==> src/rtl/sensor_hub_if.sv <==
`timescale 1ns/1ps
// Signal bundle between the raw sensor wiring and the hub: raw contacts and the
// temperature serial line in, conditioned contacts and decoded temperature out.
interface sensor_hub_if;
    logic       raw_fd;
    logic       raw_rd;
    logic       raw_w;
    logic       raw_fa;
    logic       ts_rx;
    logic       SFD;
    logic       SRD;
    logic       SW;
    logic       SFA;
    logic [6:0] ST;
    logic       st_valid;
    logic       st_err;

    // master: the sensor side driving raw lines; slave: the hub itself
    modport master (
        output raw_fd, raw_rd, raw_w, raw_fa, ts_rx,
        input  SFD, SRD, SW, SFA, ST, st_valid, st_err
    );

    modport slave (
        input  raw_fd, raw_rd, raw_w, raw_fa, ts_rx,
        output SFD, SRD, SW, SFA, ST, st_valid, st_err
    );
endinterface

==> src/rtl/sensor_hub.sv <==
`timescale 1ns/1ps
// sensor_hub: synchronizes and debounces the four door/window/alarm contacts and
// decodes the temperature sensor's 7-bit even-parity serial frame onto ST.
module sensor_hub #(
    parameter int         DEB_CYCLES = 4,
    parameter int         BIT_CYCLES = 8,
    parameter logic [6:0] ST_INIT    = 7'd25
) (
    input  logic        clk,
    input  logic        Rst_n,
    sensor_hub_if.slave bus
);
    localparam int DEB_W = $clog2(DEB_CYCLES);
    localparam int BIT_W = $clog2(BIT_CYCLES);
    localparam logic [DEB_W-1:0] DEB_LAST  = DEB_W'(DEB_CYCLES - 1);
    localparam logic [BIT_W-1:0] HALF_LAST = BIT_W'(BIT_CYCLES / 2 - 1);
    localparam logic [BIT_W-1:0] BIT_LAST  = BIT_W'(BIT_CYCLES - 1);

    logic [3:0] raw_vec;
    logic [3:0] deb_vec;

    assign raw_vec = {bus.raw_fa, bus.raw_w, bus.raw_rd, bus.raw_fd};

    genvar gi;
    generate
        for (gi = 0; gi < 4; gi = gi + 1) begin : g_deb
            logic             sync1_reg;
            logic             sync2_reg;
            logic             deb_reg;
            logic [DEB_W-1:0] cnt_reg;

            // Counter tracks consecutive cycles the synced input disagrees with the output
            always_ff @(posedge clk or negedge Rst_n) begin
                if (!Rst_n) begin
                    sync1_reg <= 1'b0;
                    sync2_reg <= 1'b0;
                    deb_reg   <= 1'b0;
                    cnt_reg   <= '0;
                end else begin
                    sync1_reg <= raw_vec[gi];
                    sync2_reg <= sync1_reg;
                    if (sync2_reg == deb_reg) begin
                        cnt_reg <= '0;
                    end else if (cnt_reg == DEB_LAST) begin
                        deb_reg <= sync2_reg;
                        cnt_reg <= '0;
                    end else begin
                        cnt_reg <= cnt_reg + 1'b1;
                    end
                end
            end

            assign deb_vec[gi] = deb_reg;
        end
    endgenerate

    assign bus.SFD = deb_vec[0];
    assign bus.SRD = deb_vec[1];
    assign bus.SW  = deb_vec[2];
    assign bus.SFA = deb_vec[3];

    typedef enum logic [2:0] {
        S_IDLE,
        S_START,
        S_DATA,
        S_PARITY,
        S_STOP,
        S_BREAK
    } rx_state_t;

    rx_state_t        state_reg,  state_next;
    logic [BIT_W-1:0] cnt_reg,    cnt_next;
    logic [2:0]       idx_reg,    idx_next;
    logic [6:0]       shift_reg,  shift_next;
    logic             parity_reg, parity_next;
    logic [6:0]       st_reg,     st_next;
    logic             valid_reg,  valid_next;
    logic             err_reg,    err_next;
    logic             rx_sync1_reg;
    logic             rx_sync2_reg;
    logic             bit_tick;

    // The line idles high, so its synchronizer resets high to avoid a phantom start bit
    always_ff @(posedge clk or negedge Rst_n) begin
        if (!Rst_n) begin
            rx_sync1_reg <= 1'b1;
            rx_sync2_reg <= 1'b1;
        end else begin
            rx_sync1_reg <= bus.ts_rx;
            rx_sync2_reg <= rx_sync1_reg;
        end
    end

    always_ff @(posedge clk or negedge Rst_n) begin
        if (!Rst_n) begin
            state_reg  <= S_IDLE;
            cnt_reg    <= '0;
            idx_reg    <= '0;
            shift_reg  <= '0;
            parity_reg <= 1'b0;
            st_reg     <= ST_INIT;
            valid_reg  <= 1'b0;
            err_reg    <= 1'b0;
        end else begin
            state_reg  <= state_next;
            cnt_reg    <= cnt_next;
            idx_reg    <= idx_next;
            shift_reg  <= shift_next;
            parity_reg <= parity_next;
            st_reg     <= st_next;
            valid_reg  <= valid_next;
            err_reg    <= err_next;
        end
    end

    assign bit_tick = (cnt_reg == BIT_LAST);

    always_comb begin
        state_next  = state_reg;
        cnt_next    = cnt_reg;
        idx_next    = idx_reg;
        shift_next  = shift_reg;
        parity_next = parity_reg;
        st_next     = st_reg;
        valid_next  = 1'b0;
        err_next    = 1'b0;

        unique case (state_reg)
            S_IDLE: begin
                if (!rx_sync2_reg) begin
                    state_next = S_START;
                    cnt_next   = '0;
                end
            end
            // Half a bit in, re-check the line to reject glitches shorter than that
            S_START: begin
                if (cnt_reg == HALF_LAST) begin
                    cnt_next   = '0;
                    idx_next   = '0;
                    state_next = rx_sync2_reg ? S_IDLE : S_DATA;
                end else begin
                    cnt_next = cnt_reg + 1'b1;
                end
            end
            S_DATA: begin
                if (bit_tick) begin
                    cnt_next   = '0;
                    shift_next = {rx_sync2_reg, shift_reg[6:1]};
                    if (idx_reg == 3'd6) begin
                        state_next = S_PARITY;
                    end else begin
                        idx_next = idx_reg + 3'd1;
                    end
                end else begin
                    cnt_next = cnt_reg + 1'b1;
                end
            end
            S_PARITY: begin
                if (bit_tick) begin
                    cnt_next    = '0;
                    parity_next = rx_sync2_reg;
                    state_next  = S_STOP;
                end else begin
                    cnt_next = cnt_reg + 1'b1;
                end
            end
            S_STOP: begin
                if (bit_tick) begin
                    cnt_next = '0;
                    if (!rx_sync2_reg) begin
                        err_next   = 1'b1;
                        state_next = S_BREAK;
                    end else if (^{shift_reg, parity_reg} == 1'b0) begin
                        st_next    = shift_reg;
                        valid_next = 1'b1;
                        state_next = S_IDLE;
                    end else begin
                        err_next   = 1'b1;
                        state_next = S_IDLE;
                    end
                end else begin
                    cnt_next = cnt_reg + 1'b1;
                end
            end
            // A line stuck low after a framing error must not look like endless start bits
            S_BREAK: begin
                if (rx_sync2_reg) begin
                    state_next = S_IDLE;
                end
            end
            default: begin
                state_next = S_IDLE;
            end
        endcase
    end

    assign bus.ST       = st_reg;
    assign bus.st_valid = valid_reg;
    assign bus.st_err   = err_reg;
endmodule

==> src/flat_wrapper.sv <==
// flat-port wrapper written by rule: the top's interface ports become plain ports
module sensor_hub_flat 
#(
    parameter int         DEB_CYCLES = 4,
    parameter int         BIT_CYCLES = 8,
    parameter logic [6:0] ST_INIT    = 7'd25
)
  (clk, Rst_n, bus_raw_fd, bus_raw_rd, bus_raw_w, bus_raw_fa, bus_ts_rx, bus_SFD, bus_SRD, bus_SW, bus_SFA, bus_ST, bus_st_valid, bus_st_err);
  sensor_hub_if bus_i ();
  input  logic clk;
  input  logic Rst_n;
  input wire logic [$bits(bus_i.raw_fd)-1:0] bus_raw_fd;
  input wire logic [$bits(bus_i.raw_rd)-1:0] bus_raw_rd;
  input wire logic [$bits(bus_i.raw_w)-1:0] bus_raw_w;
  input wire logic [$bits(bus_i.raw_fa)-1:0] bus_raw_fa;
  input wire logic [$bits(bus_i.ts_rx)-1:0] bus_ts_rx;
  output wire logic [$bits(bus_i.SFD)-1:0] bus_SFD;
  output wire logic [$bits(bus_i.SRD)-1:0] bus_SRD;
  output wire logic [$bits(bus_i.SW)-1:0] bus_SW;
  output wire logic [$bits(bus_i.SFA)-1:0] bus_SFA;
  output wire logic [$bits(bus_i.ST)-1:0] bus_ST;
  output wire logic [$bits(bus_i.st_valid)-1:0] bus_st_valid;
  output wire logic [$bits(bus_i.st_err)-1:0] bus_st_err;
  assign bus_i.raw_fd = bus_raw_fd;
  assign bus_i.raw_rd = bus_raw_rd;
  assign bus_i.raw_w = bus_raw_w;
  assign bus_i.raw_fa = bus_raw_fa;
  assign bus_i.ts_rx = bus_ts_rx;
  assign bus_SFD = bus_i.SFD;
  assign bus_SRD = bus_i.SRD;
  assign bus_SW = bus_i.SW;
  assign bus_SFA = bus_i.SFA;
  assign bus_ST = bus_i.ST;
  assign bus_st_valid = bus_i.st_valid;
  assign bus_st_err = bus_i.st_err;
  sensor_hub #(.DEB_CYCLES(DEB_CYCLES), .BIT_CYCLES(BIT_CYCLES), .ST_INIT(ST_INIT)) u_core (.clk(clk), .Rst_n(Rst_n), .bus(bus_i));
endmodule
==> config.mk <==
export PLATFORM = sky130hd
export DESIGN_NAME = sensor_hub_flat
export DESIGN_NICKNAME = d
export VERILOG_FILES = /design/src/rtl/sensor_hub_if.sv /design/src/rtl/sensor_hub.sv /design/src/flat_wrapper.sv
export SDC_FILE = /design/constraint.sdc
export NUM_CORES = 1
export LEC_CHECK = 0
export ABC_CLOCK_PERIOD_IN_PS = 2600
export CAP_MARGIN = 20
export CORE_MARGIN = 8
export CORE_UTILIZATION = 50
export CTS_BUF_LIST = sky130_fd_sc_hd__clkbuf_8 sky130_fd_sc_hd__clkbuf_16
export DETAILED_ROUTE_END_ITERATION = 16
export PLACE_DENSITY = 0.78
export SYNTH_ARGS = -nofsm -noshare
export SYNTH_HDL_FRONTEND = slang
export SYNTH_SLANG_ARGS = --single-unit
==> constraint.sdc <==
create_clock -name clk -period 2.6 [get_ports clk]
set_input_delay 0.26 -clock clk [delete_from_list [all_inputs] [get_ports clk]]
set_output_delay 0.26 -clock clk [all_outputs]
set_load 0.02 [all_outputs]
==> impl_metrics.csv, run 1 <==
group,metric,value,unit
synthesis,yosysWarnings,0,
timing,report.final.setup_viol,0,
cts,clkTransAtPathRegs,0.09,ns
cts,tritoncts,"done",
worst_hold_path,hold_class,"register to register",
synthesis,synth-main-ff-cell,"dfrtp_1",
power_and_ir_drop,p_int,1535,uW
cts,clock_insertion_delay_at_the_later_pin_of_the_skew_report,0.29,ns
timing,tightest_slew,0.5805,ns
timing,final-hold-violation-count,0,
floorplan,die_area,6488,um2
floorplan,die_height,80.55,um
power_and_ir_drop,clockPowerShare,23.6,%
drt,drt-pass1-iter-count,4,
cts,clock-sinks,48,
power_and_ir_drop,switching_share,31.73,%
cts,numCtsBuffers,5,
critical_path,crit_fanout,8,
placement,place_congestion,0.8534,
floorplan,rows,23,
critical_path,worst_path_largest_cell_delay,0.45,ns
layout,layout-area-overhead-vs-synth,18.02,%
timing,holdWs,0.3554,ns
drt,drc_errors,0,
synthesis,syn-cell-area,2083,um2
placement,io_buffers,19,
timing,slew_viol_final,0,
global_routing,grtUsageTotal,11.10,%
floorplan,ios,20,
layout,n_fill_cell,290,
critical_path,critPathCaptureType,"register",
cts,cts-resized-gates,0,
timing,final.period_utilization,77.20,%
power_and_ir_drop,p_leak,0.001108,uW
timing,fmax,0.4982,GHz
synthesis,netlist-cell-type-count,34,
floorplan,placeable_core_region,4000,um2
power_and_ir_drop,p_seq_share,46.9,%
cts,cts_hold_buf,0,
layout,ff_latch_area,1207,um2
global_routing,via_count_of_the_first_global_routing_pass,1226,
synthesis,proportion_of_synthesized_flip_flops_having_asynchronous_set_or_reset,100.0,%
drt,drt-vias-per-instance,5.210,
power_and_ir_drop,irDropWorstVdd,0.4562,mV
timing,clock_skew,0.005658,ns
drt,postRouteAntennaNets,0,
outcome,outcome,"complete, no violations",
critical_path,critical-path-top-delay-family,"compound AO/OA/AOI/OAI gates",
timing,setup_tns,0,ns
timing,slew_headroom,61.13,%
cts,cts_setup_buffers,0,
global_routing,grt_start_max_net_pins,49,
synthesis,synth_sequential_area_ratio,57.96,%
placement,dpl.hpwl,2369,um
synthesis,yosys_register_bits,48,
critical_path,arrival,2.19,ns
critical_path,crit_slowest_cell,"a2111o_1",
layout,multiInputGateArea,828.3,um2
global_routing,number_of_antenna_violations_at_the_first_check_in_global_routing,0,
timing,rsz0062_at_grt,"false",
layout,largest_register_ffs,8,
timing,post-route-min-period,2.007,ns
floorplan,initial_utilization,52.08,%
cts,max-clock-path-buffers,2,
critical_path,crit_buf_inv,0,
synthesis,syn_nets,173,
synthesis,synthesis.instances,154,
drt,drt-total-wl,3219,um
flow_run,cap_violations,0,
critical_path,setup.worst_path.class,"register to register",
drt,num_vias,1193,
power_and_ir_drop,share_comb_of_total_power,29.5,%
critical_path,critical_path.cell_chain,"ha_1 -> ha_1 -> nand2_1 -> a2111o_1 -> a21boi_1 -> nand2_1 -> o21ai_1",
critical_path,critical_path_required,2.78,ns
global_routing,grt_overflow_total,0,
global_routing,grt_pass1_wl,5609,um
critical_path,kind_of_start_point_of_the_critical_path,"register",
synthesis,synth.avg_cell_area,13.53,um2
power_and_ir_drop,netSwitchingPower,713.4,uW
cts,cts_max_level,2,
layout,layout-drive-gt1-share,17.32,%
power_and_ir_drop,powerDensity,914.4,nW/um2
drt,detail_route.iter0.violations,43,
drt,post_drt_wl_per_cell,14.06,um
layout,num_antenna_cells,0,
cts,clk_root_buffer_cell,"clkbuf_8",
synthesis,count_of_flip_flops_with_a_built_in_enable_after_synthesis,0,
layout,design.final.nets,197,
floorplan,die_w,80.55,um
==> cells in the mapped netlist (2+ instances only) <==
cell	n	area share, %
a21oi_1	3	0.72
buf_2	2	0.48
dfrtp_1	43	52
dfstp_2	5	6.3
ha_1	12	7.2
inv_1	6	1.1
mux2_1	8	4.3
mux2_2	5	2.7
mux2_4	7	5.0
nand2_1	10	1.8
nor2_1	6	1.1
nor2b_1	6	1.8
nor3_1	4	0.96
o21ai_0	4	0.96
o21ai_1	3	0.72
xnor2_1	12	5.0
==> worst paths after layout <==
check,start,endpoint,slack [ns],depth (start not counted)
setup / recovery,u_core.cnt_reg[0],u_core.idx_reg[2],0.59,7
hold / removal,u_core.g_deb[1].sync1_reg,u_core.g_deb[1].sync2_reg,0.36,0
setup reg to reg,u_core.cnt_reg[0],u_core.idx_reg[2],0.59,7
hold reg to reg,u_core.g_deb[1].sync1_reg,u_core.g_deb[1].sync2_reg,0.36,0
max in group asynchronous,Rst_n,u_core.bus.ST[0],1.55,3
min in group asynchronous,Rst_n,u_core.g_deb[1].sync1_reg,0.47,2
==> layout by cell type (no fill, tap or decap), drive strengths merged, types with 4 or more instances in the layout <==
| cell type | netlist | final |
|---|---|---|
| mux2 | 20 | 20 |
| nand2 | 10 | 10 |
| dfrtp | 43 | 43 |
| clkbuf | 1 | 5 |
| clkdlybuf4s50 | 0 | 18 |
| nor2 | 6 | 6 |
| inv | 6 | 7 |
| ha | 12 | 12 |
| nor3 | 4 | 4 |
| nor2b | 7 | 7 |
| o21ai | 7 | 7 |
| xnor2 | 12 | 12 |
| dfstp | 5 | 5 |
==> worst reg2reg max path, stage by stage, from the launching register on <==
cell,delay (ns)
dfrtp_1,0.37
ha_1,0.27
ha_1,0.37
nand2_1,0.12
a2111o_1,0.45
a21boi_1,0.17
nand2_1,0.08
o21ai_1,0.07
==> per-stage QoR <==
stage          cells  util [%]  worst slack [ns]  power (uW)  area (um2)
2_1_floorplan    154         -            0.8065        1529        2083
3_3_place_gp     219     57.65            0.7274        1671        2306
3_5_place_dp     219     57.65            0.6121        1733        2306
4_1_cts          227     60.53            0.5937        2278        2421
5_1_grt          229     61.46            0.4091        2413        2459
6_report         229     61.46            0.5927        2248        2459
==> area by class of cell <==
| cell class | count | share of cell area, % |
|---|---|---|
| Multi-Input combinational cell | 96 | 33.69 |
| Clock buffer | 5 | 2.799 |
| Tap cell | 50 | 2.545 |
| Inverter | 6 | 0.9160 |
| Clock inverter | 3 | 1.883 |
| Sequential cell | 48 | 49.11 |
| Timing Repair Buffer | 21 | 9.059 |
==> power groups by stage <==
| stage | Clock [uW] | Sequential (uW) | Combinational [uW] |
|---|---|---|---|
| final | 532 | 1050 | 663 |
| after global routing | 583 | 1080 | 750 |
| after CTS | 554 | 1060 | 668 |
| after detailed placement | 0 | 1070 | 662 |
| after global placement | 0 | 1050 | 617 |
| after floorplan | 0 | 1050 | 479 |
==> per-layer routing <==
metal / vias up / track usage (%) / part of all wire, %
li1: 575 / - / -
met1: 589 / 13.67 / 46
met2: 25 / 17.64 / 48
met3: 4 / 4.129 / 5.3
met4: 0 / 3.273 / 0.78
met5: - / 0 / 0
==> cell families (layout without fill, tap and decap cells) <==
| logic type | after synthesis | after routing | synth area share, % |
|---|---|---|---|
| simple gates | 32 | 32 | 8.949 |
| fa+ha+maj | 12 | 12 | 7.207 |
| compound gates | 19 | 19 | 6.006 |
| mux | 21 | 21 | 12.55 |
| flops | 48 | 48 | 57.96 |
| buf+inv | 10 | 35 | 2.282 |
| xor+xnor | 12 | 12 | 5.045 |
No activity file was read; power rests on OpenSTA's default activity.
==> inputs of run 2 (changes only) <==
--- a/config.mk
+++ b/config.mk
@@ -5,13 +5,13 @@
 export SDC_FILE = /design/constraint.sdc
 export NUM_CORES = 1
 export LEC_CHECK = 0
-export ABC_CLOCK_PERIOD_IN_PS = 2600
+export ABC_CLOCK_PERIOD_IN_PS = 1700
 export CAP_MARGIN = 20
 export CORE_MARGIN = 8
 export CORE_UTILIZATION = 50
 export CTS_BUF_LIST = sky130_fd_sc_hd__clkbuf_8 sky130_fd_sc_hd__clkbuf_16
 export DETAILED_ROUTE_END_ITERATION = 16
-export PLACE_DENSITY = 0.78
+export PLACE_DENSITY = 0.81
 export SYNTH_ARGS = -nofsm -noshare
 export SYNTH_HDL_FRONTEND = slang
 export SYNTH_SLANG_ARGS = --single-unit
==> constraint.sdc (replaced) <==
create_clock -name clk -period 1.7 [get_ports clk]
set_input_delay 0.17 -clock clk [delete_from_list [all_inputs] [get_ports clk]]
set_output_delay 0.17 -clock clk [all_outputs]
set_load 0.02 [all_outputs]
==> run 2 against run 1 <==
Setup slack lost 0.59 ns; die area unchanged; sequential share of layout area decreased by 2.8 points; critical endpoint is now u_core.bus.ST[5].
==> impl_metrics.csv, run 2 (synthesis results as in run 1) <==
group,metric,value,unit
outcome,outcome,"complete, no violations",
flow_run,cap_violations,0,
critical_path,critical_path_required,1.89,ns
worst_hold_path,hold_path_end,"u_core.rx_sync1_reg",
layout,stdcell_count,245,
global_routing,number_of_antenna_violations_at_the_first_check_in_global_routing,0,
layout,ff_latch_area,1207,um2
layout,largest_register_ffs,8,
global_routing,grt_overflow_total,0,
floorplan,placeable_core_region,4000,um2
layout,multiInputGateArea,872.1,um2
cts,clk_root_buffer_cell,"clkbuf_8",
timing,tightest_slew,0.5324,ns
worst_hold_path,worst_hold_startpoint,"bus_ts_rx",
power_and_ir_drop,irDropWorstVdd,0.7728,mV
power_and_ir_drop,powerDensity,1332,nW/um2
cts,clock-sinks,48,
power_and_ir_drop,p_seq_share,45.4,%
cts,tritoncts,"done",
timing,slew_headroom,64.51,%
drt,drc_errors,0,
layout,layout-area-overhead-vs-synth,25.05,%
global_routing,grt_start_max_net_pins,27,
critical_path,kind_of_start_point_of_the_critical_path,"register",
floorplan,ios,20,
global_routing,grtUsageTotal,12.25,%
timing,report.final.setup_viol,0,
layout,fraction_of_the_core_area_covered_by_cells_at_the_end_of_the_flow,65.12,%
cts,numCtsBuffers,5,
layout,mostFrequentLayoutCell,"dfrtp_1",
placement,place_congestion,0.8801,
critical_path,crit_fanout,8,
worst_hold_path,hold_class,"input port to register",
timing,slew_viol_final,0,
worst_hold_path,min_delay_path_depth,1,
layout,num_antenna_cells,0,
floorplan,die_area,6488,um2
critical_path,worst_r2r_startpoint,"u_core.shift_reg[2]",
power_and_ir_drop,p_int,2316,uW
drt,postRouteAntennaNets,0,
drt,num_vias,1285,
placement,dpl.hpwl,2721,um
layout,layout_common_cells,"dfrtp_1 (43), clkdlybuf4s50_1 (18), buf_4 (15)",
layout,n_fill_cell,292,
floorplan,die_w,80.55,um
critical_path,worst_setup_path_startpoint,"u_core.shift_reg[2]",
power_and_ir_drop,clockPowerShare,19.1,%
critical_path,arrival,1.89,ns
floorplan,initial_utilization,52.08,%
critical_path,reg2regPathDepth,6,
global_routing,grt_pass1_wl,6196,um
layout,design.final.nets,213,
drt,drt-vias-per-instance,5.245,
layout,layout-drive-gt1-share,26.67,%
critical_path,critPathCaptureType,"register",
timing,clock_skew,0.004318,ns
power_and_ir_drop,switching_share,33.25,%
global_routing,via_count_of_the_first_global_routing_pass,1328,
timing,rsz0062_at_grt,"true",
critical_path,setup.worst_path.class,"register to register",
cts,clkTransAtPathRegs,0.09,ns
critical_path,regToRegSetupSlack,0.006,ns
power_and_ir_drop,p_leak,0.001179,uW
placement,io_buffers,19,
drt,drt-total-wl,3611,um
cts,clock_insertion_delay_at_the_later_pin_of_the_skew_report,0.30,ns
placement,placed_cells_incl_taps,234,
timing,final.period_utilization,99.64,%
timing,post-route-min-period,1.694,ns
cts,max-clock-path-buffers,2,
floorplan,die_height,80.55,um
floorplan,rows,23,
timing,final-hold-violation-count,0,
power_and_ir_drop,netSwitchingPower,1154,uW
critical_path,rr_endpoint,"u_core.bus.ST[5]",
drt,detail_route.iter0.violations,49,
drt,post_drt_wl_per_cell,14.74,um
cts,cts_max_level,2,
power_and_ir_drop,share_comb_of_total_power,35.4,%
drt,drt-pass1-iter-count,4,
timing,fmax,0.5904,GHz
==> run 2: layout make-up <==
class	count	area share, %
repair buffers	37	13.35
flip-flops and latches	48	46.35
well taps	50	2.402
multi-input cells	96	33.48
clock buffers	5	2.642
inverters	6	0.8646
clock inverters	3	0.9126
==> run 2: worst max-delay path, stage by stage (launching register included) <==
cell	delay, ns
dfrtp_1	0.42
xnor2_2	0.16
xnor2_1	0.22
xnor2_1	0.17
nor2b_4	0.19
buf_12	0.14
mux2_4	0.30
==> run 2: power by group through the flow <==
stage | Combinational [uW] | Clock [uW] | Sequential [uW]
6_report | 1230 | 663 | 1580
5_1_grt | 1380 | 743 | 1620
4_1_cts | 1220 | 698 | 1580
3_5_place_dp | 1190 | 0 | 1590
3_3_place_gp | 1120 | 0 | 1560
2_1_floorplan | 747 | 0 | 1610
==> run 2: per-stage QoR <==
step	worst slack [ns]	hold slack, ns	total power (uW)	setup TNS, ns	cell area (um2)
2_1_floorplan	0.04769	-0.1256	2360	0	2098
5_1_grt	-0.06925	0.2551	3738	-0.2946	2605
6_report	0.006092	0.2796	3470	0	2605
3_3_place_gp	0.04153	0.1640	2684	0	2446
3_5_place_dp	-0.01734	0.1790	2786	-0.04672	2446
4_1_cts	0.02740	0.2661	3492	0	2579
==> run 2: worst max path at each step <==
stage	endpoint	depth (start not counted)
after detailed placement	u_core.bus.ST[5]	5
after floorplan	u_core.idx_reg[0]	7
after CTS	u_core.bus.ST[1]	6
after global routing	u_core.bus.ST[1]	6
after global placement	u_core.bus.ST[6]	5
final	u_core.bus.ST[5]	6
==> run 2: layer usage <==
layer	wire length (um)	track usage (%)	share of wire [%]
met1	1466	13.58	41
met2	1859	20.53	51
met3	197	4.241	5.5
met4	88	5.636	2.4
met5	0	0	0
==> run 2: what timing repair did <==
action / CTS / global route
endpoints found under the hold margin: 20 / 0
pin swaps: 0 / 4
setup endpoints to repair: 8 / 10
gates resized for setup: 1 / 3
hold buffers: 1 / 0
buffers inserted: 1 / 1
